===== config.mk =====
export PLATFORM = sky130hd
export DESIGN_NAME = dac_serializer
export DESIGN_NICKNAME = d
export VERILOG_FILES = /design/src/rtl/dac_serializer.sv
export SDC_FILE = /design/constraint.sdc
export NUM_CORES = 1
export LEC_CHECK = 0
export ABC_CLOCK_PERIOD_IN_PS = 5700
export CORE_MARGIN = 10
export CORE_UTILIZATION = 47
export CTS_BUF_LIST = sky130_fd_sc_hd__clkbuf_16
export DETAILED_ROUTE_END_ITERATION = 16
export PLACE_DENSITY = 0.68
export SYNTH_ARGS = -nofsm -noshare
export SYNTH_HDL_FRONTEND = slang
export SYNTH_SLANG_ARGS = --single-unit

===== constraint.sdc =====
create_clock -name clk -period 5.7 [get_ports clk]
set_input_delay 1.14 -clock clk [delete_from_list [all_inputs] [get_ports clk]]
set_output_delay 1.14 -clock clk [all_outputs]
set_load 0.02 [all_outputs]

===== src/rtl/dac_serializer.sv =====
`default_nettype none
// ============================================================================
// Module   : dac_serializer
// Purpose  : Rounds and saturates signed filter samples to OUT_W bits, queues
//            them in a FIFO and shifts each out MSB-first on a 3-wire DAC bus.
// Revision : 1.0 - initial release
// ============================================================================
module dac_serializer #(
  parameter int IN_W    = 16,
  parameter int OUT_W   = 8,
  parameter int SHIFT   = 7,
  parameter int DEPTH   = 16,
  parameter int CLK_DIV = 4
) (
  input  logic                     clk,
  input  logic                     rst,
  input  logic [IN_W-1:0]          y_in,
  input  logic                     y_valid,
  output logic                     in_ready,
  output logic                     dac_sclk,
  output logic                     dac_sdata,
  output logic                     dac_cs_n,
  output logic [$clog2(DEPTH):0]   fifo_level,
  output logic [15:0]              ovf_count,
  output logic [7:0]               drop_count
);

  localparam int AW = $clog2(DEPTH);
  localparam int DW = $clog2(2 * CLK_DIV);
  localparam int GW = $clog2(CLK_DIV + 1);
  localparam int BW = $clog2(OUT_W);

  localparam logic [AW:0]             C_FULL_LVL = (AW + 1)'(DEPTH);
  localparam logic [DW-1:0]           C_HALF     = DW'(CLK_DIV);
  localparam logic [DW-1:0]           C_DIV_LAST = DW'(2 * CLK_DIV - 1);
  localparam logic [GW-1:0]           C_GAP_LAST = GW'(CLK_DIV - 1);
  localparam logic [BW-1:0]           C_BIT_LAST = BW'(OUT_W - 1);
  localparam logic [IN_W:0]           C_RND      = (IN_W + 1)'(2 ** (SHIFT - 1));
  localparam logic signed [IN_W:0]    C_QMAX     = (IN_W + 1)'(2 ** (OUT_W - 1) - 1);
  localparam logic signed [IN_W:0]    C_QMIN     = -((IN_W + 1)'(2 ** (OUT_W - 1)));
  localparam logic [OUT_W-1:0]        C_SAT_POS  = {1'b0, {(OUT_W - 1){1'b1}}};
  localparam logic [OUT_W-1:0]        C_SAT_NEG  = {1'b1, {(OUT_W - 1){1'b0}}};

  typedef enum logic [1:0] {
    ST_IDLE  = 2'd0,
    ST_SHIFT = 2'd1,
    ST_GAP   = 2'd2
  } state_t;

  // ---------------------------------------------------------------------------
  // Quantiser: round half-up by adding 2^(SHIFT-1), arithmetic shift, clamp.
  // One extra bit of headroom keeps the rounding add from overflowing.
  // ---------------------------------------------------------------------------
  logic [IN_W:0]        q_sum;
  logic signed [IN_W:0] q_full;
  logic [OUT_W-1:0]     q_sat;
  logic                 q_ovf;

  assign q_sum  = {y_in[IN_W-1], y_in} + C_RND;
  assign q_full = $signed(q_sum) >>> SHIFT;

  // Clamp the shifted value into the signed output range.
  always_comb begin
    q_sat = q_full[OUT_W-1:0];
    q_ovf = 1'b0;
    if (q_full > C_QMAX) begin
      q_sat = C_SAT_POS;
      q_ovf = 1'b1;
    end else if (q_full < C_QMIN) begin
      q_sat = C_SAT_NEG;
      q_ovf = 1'b1;
    end
  end

  // ---------------------------------------------------------------------------
  // FIFO
  // ---------------------------------------------------------------------------
  logic [OUT_W-1:0] mem [DEPTH];
  logic [AW-1:0]    wr_ptr;
  logic [AW-1:0]    rd_ptr;
  logic             push;
  logic             pop;
  logic [OUT_W-1:0] head;
  state_t           state;

  assign in_ready = (fifo_level != C_FULL_LVL);
  assign push     = y_valid && in_ready;
  assign pop      = (state == ST_IDLE) && (fifo_level != '0);
  assign head     = mem[rd_ptr];

  // Sample storage; contents are don't-care until written, so no reset.
  always_ff @(posedge clk) begin
    if (push) begin
      mem[wr_ptr] <= q_sat;
    end
  end

  // Pointer and occupancy bookkeeping; pointers wrap naturally at DEPTH.
  always_ff @(posedge clk) begin
    if (rst) begin
      wr_ptr     <= '0;
      rd_ptr     <= '0;
      fifo_level <= '0;
    end else begin
      if (push) wr_ptr <= wr_ptr + 1'b1;
      if (pop)  rd_ptr <= rd_ptr + 1'b1;
      if (push && !pop) begin
        fifo_level <= fifo_level + 1'b1;
      end else if (pop && !push) begin
        fifo_level <= fifo_level - 1'b1;
      end
    end
  end

  // Sticky event counters: saturation on accepted samples, drops when full.
  always_ff @(posedge clk) begin
    if (rst) begin
      ovf_count  <= '0;
      drop_count <= '0;
    end else begin
      if (push && q_ovf && (ovf_count != 16'hFFFF)) begin
        ovf_count <= ovf_count + 1'b1;
      end
      if (y_valid && !in_ready && (drop_count != 8'hFF)) begin
        drop_count <= drop_count + 1'b1;
      end
    end
  end

  // ---------------------------------------------------------------------------
  // Serialiser FSM
  // ---------------------------------------------------------------------------
  logic [DW-1:0]    div_cnt;
  logic [DW-1:0]    div_nxt;
  logic [BW-1:0]    bit_cnt;
  logic [GW-1:0]    gap_cnt;
  logic [OUT_W-1:0] shreg;

  assign div_nxt = div_cnt + 1'b1;

  // Frame sequencing; sclk is registered so it tracks div_cnt exactly and
  // data changes coincide with the sclk falling edge at each bit wrap.
  always_ff @(posedge clk) begin
    if (rst) begin
      state     <= ST_IDLE;
      dac_sclk  <= 1'b0;
      dac_sdata <= 1'b0;
      dac_cs_n  <= 1'b1;
      div_cnt   <= '0;
      bit_cnt   <= '0;
      gap_cnt   <= '0;
      shreg     <= '0;
    end else begin
      case (state)
        ST_IDLE: begin
          dac_sclk <= 1'b0;
          dac_cs_n <= 1'b1;
          if (fifo_level != '0) begin
            shreg     <= head;
            dac_sdata <= head[OUT_W-1];
            dac_cs_n  <= 1'b0;
            div_cnt   <= '0;
            bit_cnt   <= '0;
            state     <= ST_SHIFT;
          end
        end
        ST_SHIFT: begin
          if (div_cnt == C_DIV_LAST) begin
            div_cnt  <= '0;
            dac_sclk <= 1'b0;
            if (bit_cnt == C_BIT_LAST) begin
              dac_cs_n  <= 1'b1;
              dac_sdata <= 1'b0;
              gap_cnt   <= '0;
              state     <= ST_GAP;
            end else begin
              bit_cnt   <= bit_cnt + 1'b1;
              shreg     <= {shreg[OUT_W-2:0], 1'b0};
              dac_sdata <= shreg[OUT_W-2];
            end
          end else begin
            div_cnt  <= div_nxt;
            dac_sclk <= (div_nxt >= C_HALF);
          end
        end
        ST_GAP: begin
          if (gap_cnt == C_GAP_LAST) begin
            state <= ST_IDLE;
          end else begin
            gap_cnt <= gap_cnt + 1'b1;
          end
        end
        default: begin
          state    <= ST_IDLE;
          dac_cs_n <= 1'b1;
          dac_sclk <= 1'b0;
        end
      endcase
    end
  end

endmodule
`default_nettype wire


# ---- After elaboration in Yosys (flattened, before gate mapping)
# Memory sizes are Yosys's and may differ from the RTL's. A register that Yosys moved wholly into a read port is not among the register bits.
# Cells that the tools add are included.
dict set report classes {
  n_addsub 10
  multipliers 0
  div_mod_pow 0
  n_lt_le_gt_ge 3
  n_eq_ne 14
  n_shift 0
  mux 39
  bitwise_logic 1
  reduce_logical 22
}
# op count
set ops {}
lappend ops {{$mux W3} 7}
lappend ops {{$mux W7} 3}
lappend ops {{$pmux W3 S2} 3}
lappend ops {{$add A16 B8 Y17 const B} 1}
lappend ops {{$add A16 B1 Y16 const B} 1}
lappend ops {{$mux W8} 2}
lappend ops {{$ne A16 B16 Y1 const B} 1}
lappend ops {{$pmux W7 S2} 1}
lappend ops {{$reduce_and A4 Y1} 3}
lappend ops {{$mux W1} 11}
lappend ops {{$gt A10 B8 Y1 const B} 1}
lappend ops {{$lt A10 B8 Y1 const B} 1}
lappend ops {{$mux W5} 2}
lappend ops {{$ne A2 B2 Y1 const B} 5}
lappend ops {{$add A3 B1 Y3 const B} 3}
lappend ops {{$add A4 B1 Y4 const B} 2}
lappend ops {{$add A8 B1 Y8 const B} 1}
lappend ops {{$logic_and A1 B1 Y1} 8}
lappend ops {{$mux W2} 4}
lappend ops {{$mux W4} 2}
lappend ops {{$ne A8 B8 Y1 const B} 1}
lappend ops {{$eq A3 B3 Y1 const B} 2}
lappend ops {{$pmux W2 S3} 1}
lappend ops {{$reduce_and A3 Y1} 2}
lappend ops {{16 further kinds} 21}
dict set report word_totals {
  ff_bits 58
  latchBits 0
  ram_bits 128
  rom_bits 0
  in_bits 19
  out_inout_bits 33
  elab_cells 103
  memories 1
}
# memory words word_bits read_ports rd_clocked_by_memory_dff wr line_no
set mem_list {}
lappend mem_list {mem 16 8 1 1 1 78} ;# logic [OUT_W-1:0] mem [DEPTH];

# ---- Longest topological paths before layout
dict set report logic_depth {
  ltp_word 6
  depth_mapped 11
  ltp_nobuf 11
}

# ---- Worst setup path before layout
# Ideal clock, no wire load.
dict set report synth_path {
  path_kind {input-to-reg}
  startpoint {input port y_valid}
  endpoint {register fifo_level[4]}
  setup_time_ns 0.071
  arrival_time_ns 3.186
  required_time_ns 5.629
  setup_slack_ns 2.443
  cell_stages 10
  n_path_buf 1
  cell_sequence {a21boi_1 -> clkbuf_1 -> ha_1 -> inv_1 -> fa_1 -> a21o_1 -> a21oi_1 -> xnor2_1 -> or3_1 -> a21oi_1}
}
dict set report synth_via {
  elab_chain_len 4
  elab_cells_between_ends 6
  cone_classes {mux: 1; reduce/logical: 5}
}
# item line_no
set synth_rtl {}
lappend synth_rtl {{start: declaration} 18} ;# input logic y_valid,
lappend synth_rtl {{$logic_and A1 B1 Y1 *} 87} ;# assign push = y_valid && in_ready;
lappend synth_rtl {{named net push} 81} ;# logic push;
lappend synth_rtl {{$logic_not A1 Y1} 109} ;# end else if (pop && !push) begin
lappend synth_rtl {{$logic_and A1 B1 Y1} 109}
lappend synth_rtl {{$reduce_bool A2 Y1 (no source line)} -}
lappend synth_rtl {{end signal: assignment} 108} ;# fifo_level <= fifo_level + 1'b1;
lappend synth_rtl {{end signal: assignment} 110} ;# fifo_level <= fifo_level - 1'b1;
lappend synth_rtl {{end: declaration} 23} ;# output logic [$clog2(DEPTH):0] fifo_level,
# Mark *: on every way through the listed nets, which the timed path passes. The rest lies on a longest branch.
# A chain may end at the register's enable or synchronous reset.

# ---- Worst setup path after layout
dict set report layout_path {
  startpoint {input port y_in[6]}
  endpoint {register ovf_count[1]}
}
dict set report layout_via {
  elab_chain_len 6
  elab_cells_between_ends 7
  cone_classes {add/sub: 1; order compare: 2; mux: 2; reduce/logical: 2}
}
# item line_no
set layout_rtl {}
lappend layout_rtl {{start: declaration} 17} ;# input logic [IN_W-1:0] y_in,
lappend layout_rtl {{$add A16 B8 Y17 *} 59} ;# assign q_sum = {y_in[IN_W-1], y_in} + C_RND;
lappend layout_rtl {{$lt A10 B8 Y1} 69} ;# end else if (q_full < C_QMIN) begin
lappend layout_rtl {{$mux W1} 69}
lappend layout_rtl {{$mux W1 *} 66} ;# if (q_full > C_QMAX) begin
lappend layout_rtl {{$logic_and A1 B1 Y1 * (2 in series)} 121} ;# if (push && q_ovf && (ovf_count != 16'hFFFF)) begin
lappend layout_rtl {{end signal: assignment} 122} ;# ovf_count <= ovf_count + 1'b1;
lappend layout_rtl {{end: declaration} 24} ;# output logic [15:0] ovf_count,
# Every way passes the cells marked *; elsewhere a longest branch is shown, timed or not.

==> run metrics <==
Core Rows 48; Via density 5.74; crit path kind in -> reg; status completed; Clock Skew 9.00 ps; Synth top area share 46.5%; 1st-iter DRT viols 319; register area share after synthesis 61.5%; Clock Tree Buf Depth 2; port bufs 45; Non-Filler Instances 878; # diodes 0; cts bufs inserted 17; Initial Util 47.8%; startpoint types primary input; crit-path max FO 21; Max Transition Viols Final 0; Synth area leader edfxtp_1; Worst-path clk slew 70 ps; crit path capture type flop; Setup Fix Bufs, Post-CTS 0; Tot Pwr 3.76 mW; largest net degree at the start of global routing 64; total core area 0.0173 mm^2; All-Layer GR Usage 13.9%; Power Dens Cells 394 mW/mm^2; cts hold-fix bufs 0; Critical Path RT 6050 ps; CTS Sinks 190; DRC viols 0; area of the die 0.0233 mm^2; layout cells sized above 1 16.8%; fmax 287 MHz; max_cap viols 0; gpl congestion 0.812; synthesis-stage register bit count 190; Worst-Margin Slew 1100 ps; final wirelength 16.2 mm; Setup TNS 0 ps; I/O pin total 52; syn_nets 634; Skew-Pair Late Insertion Delay 430 ps; DR vias 5,036; top-count cell post-synth edfxtp_1; Post-synth EDFFs 128; Layout area overhead 15.7%; ranking of synthesized cells by area edfxtp_1, dfxtp_1, mux4_2; Leak Pwr 3.07 nW; # H-tree levels 4; Resize count post-CTS 0; RSZ-0062 raised after global routing no; Overflow after GRT 0; placed cells 847; Warnings, synthesis 0; Synth async-reset ratio 0%; Synth Area per Inst 13.9 um^2; Final Cycle Share 61.2%; final-report hold violation count 0; Rel. slew slack 26.3%; die outline height 153 um; Post-Synthesis Cells 596; Period minus WS final 3490 ps; ys flop type edfxtp_1; Die Wd 153 um; final setup fails 0; mapped cell area 0.00826 mm^2; maximum VDD drop 0.000288 V; hpwl dp 10.8 mm; Layout Nets 679; first-pass GRT wire length 26.4 mm; average routed wire per standard cell 18.4 um; CTS tree yes; WP data arrival 3840 ps; initial antenna violation count 0; Root Driver clkbuf_16; Routed Antenna Nets 0; detailed-router iteration count before antenna repair 5; Cell variety after synth 59; class of the worst hold path reg -> reg; vias in the first global route 5,119; Post-synth top cells edfxtp_1, dfxtp_1, nor2_1
## layout make-up
cell class / instances / area [um^2]
Clock buffer: 17 / 425
Clock inverter: 14 / 191
Tap cell: 225 / 282
Inverter: 15 / 56.3
Timing Repair Buffer: 57 / 536
Multi-Input combinational cell: 360 / 2990
Fill cell: 1399 / 7730
Sequential cell: 190 / 5090
## worst paths after layout
kind                 startpoint             to  slack (ps)  cells past startpoint
setup / recovery        y_in[6]   ovf_count[1]        2210                      7
hold / removal       bit_cnt[2]     bit_cnt[2]         460                      2
setup reg to reg  fifo_level[0]  fifo_level[4]        2830                     11
hold reg to reg      bit_cnt[2]     bit_cnt[2]         460                      2
## stage by stage
stage | worst slack [ps] | cell area [um^2] | hold WS, ps | utilization, %
after floorplan | 2440 | 8260 | 436 | -
after global placement | 1880 | 8950 | 442 | 51.7
after detailed placement | 1730 | 8950 | 455 | 51.7
after CTS | 2180 | 9560 | 464 | 55.3
after global routing | 2050 | 9560 | 476 | 55.3
final | 2210 | 9560 | 461 | 55.3
## critical path, stage by stage
cell,delay [ps]
clkdlybuf4s50_1,560
ha_1,280
inv_1,100
a32oi_1,420
nand2_1,520
or4b_1,670
a21oi_1,150
## cell usage in the layout, fill, tap and decap left out, types with 12 or more instances in the layout
cell type | Yosys | layout
a21oi_1 | 25 | 25
buf_4 | 0 | 12
clkbuf_16 | 0 | 17
clkdlybuf4s50_1 | 0 | 44
dfxtp_1 | 62 | 60
edfxtp_1 | 128 | 128
ha_1 | 18 | 18
inv_1 | 15 | 16
mux4_2 | 40 | 40
nand2_1 | 37 | 37
nand3_1 | 16 | 16
nor2_1 | 62 | 62
o21ai_0 | 13 | 13
xnor2_1 | 14 | 14
## layer usage
layer	GRT usage, %	part of all wire, %	up-vias
met5	0	0	-
met4	5.68	1.6	0
met3	3.13	4.7	21
met2	23.3	51	111
met1	17.1	43	2518
li1	-	-	2386
## state kept, by name, summed over array words and instances (netlist names), named ones only
register    count
state           2
fifo_level      5
div_cnt         3
mem           128
ovf_count      16
dac_sdata       1
dac_sclk        1
rd_ptr          4
wr_ptr          4
drop_count      8
dac_cs_n        1
shreg           7
gap_cnt         3
bit_cnt         3
## report_power, final
part           internal (mW)  switching, mW  total, mW
Sequential              1.57         0.0998       1.67
Combinational          0.417          0.443      0.860
Clock                  0.732          0.500       1.23
Total                   2.72           1.04       3.76
## cell families (layout without fill, tap and decap cells)
| kind of cell | Yosys count | count (layout) | share of synthesized area [%] |
|---|---|---|---|
| compound gates | 88 | 88 | 7.28 |
| xor+xnor | 23 | 23 | 2.44 |
| fa+ha+maj | 19 | 19 | 2.97 |
| buf+inv | 46 | 103 | 2.53 |
| flops | 190 | 190 | 61.5 |
| mux | 47 | 47 | 12.0 |
| simple gates | 183 | 183 | 11.3 |
(Power assumes the default switching activity.)
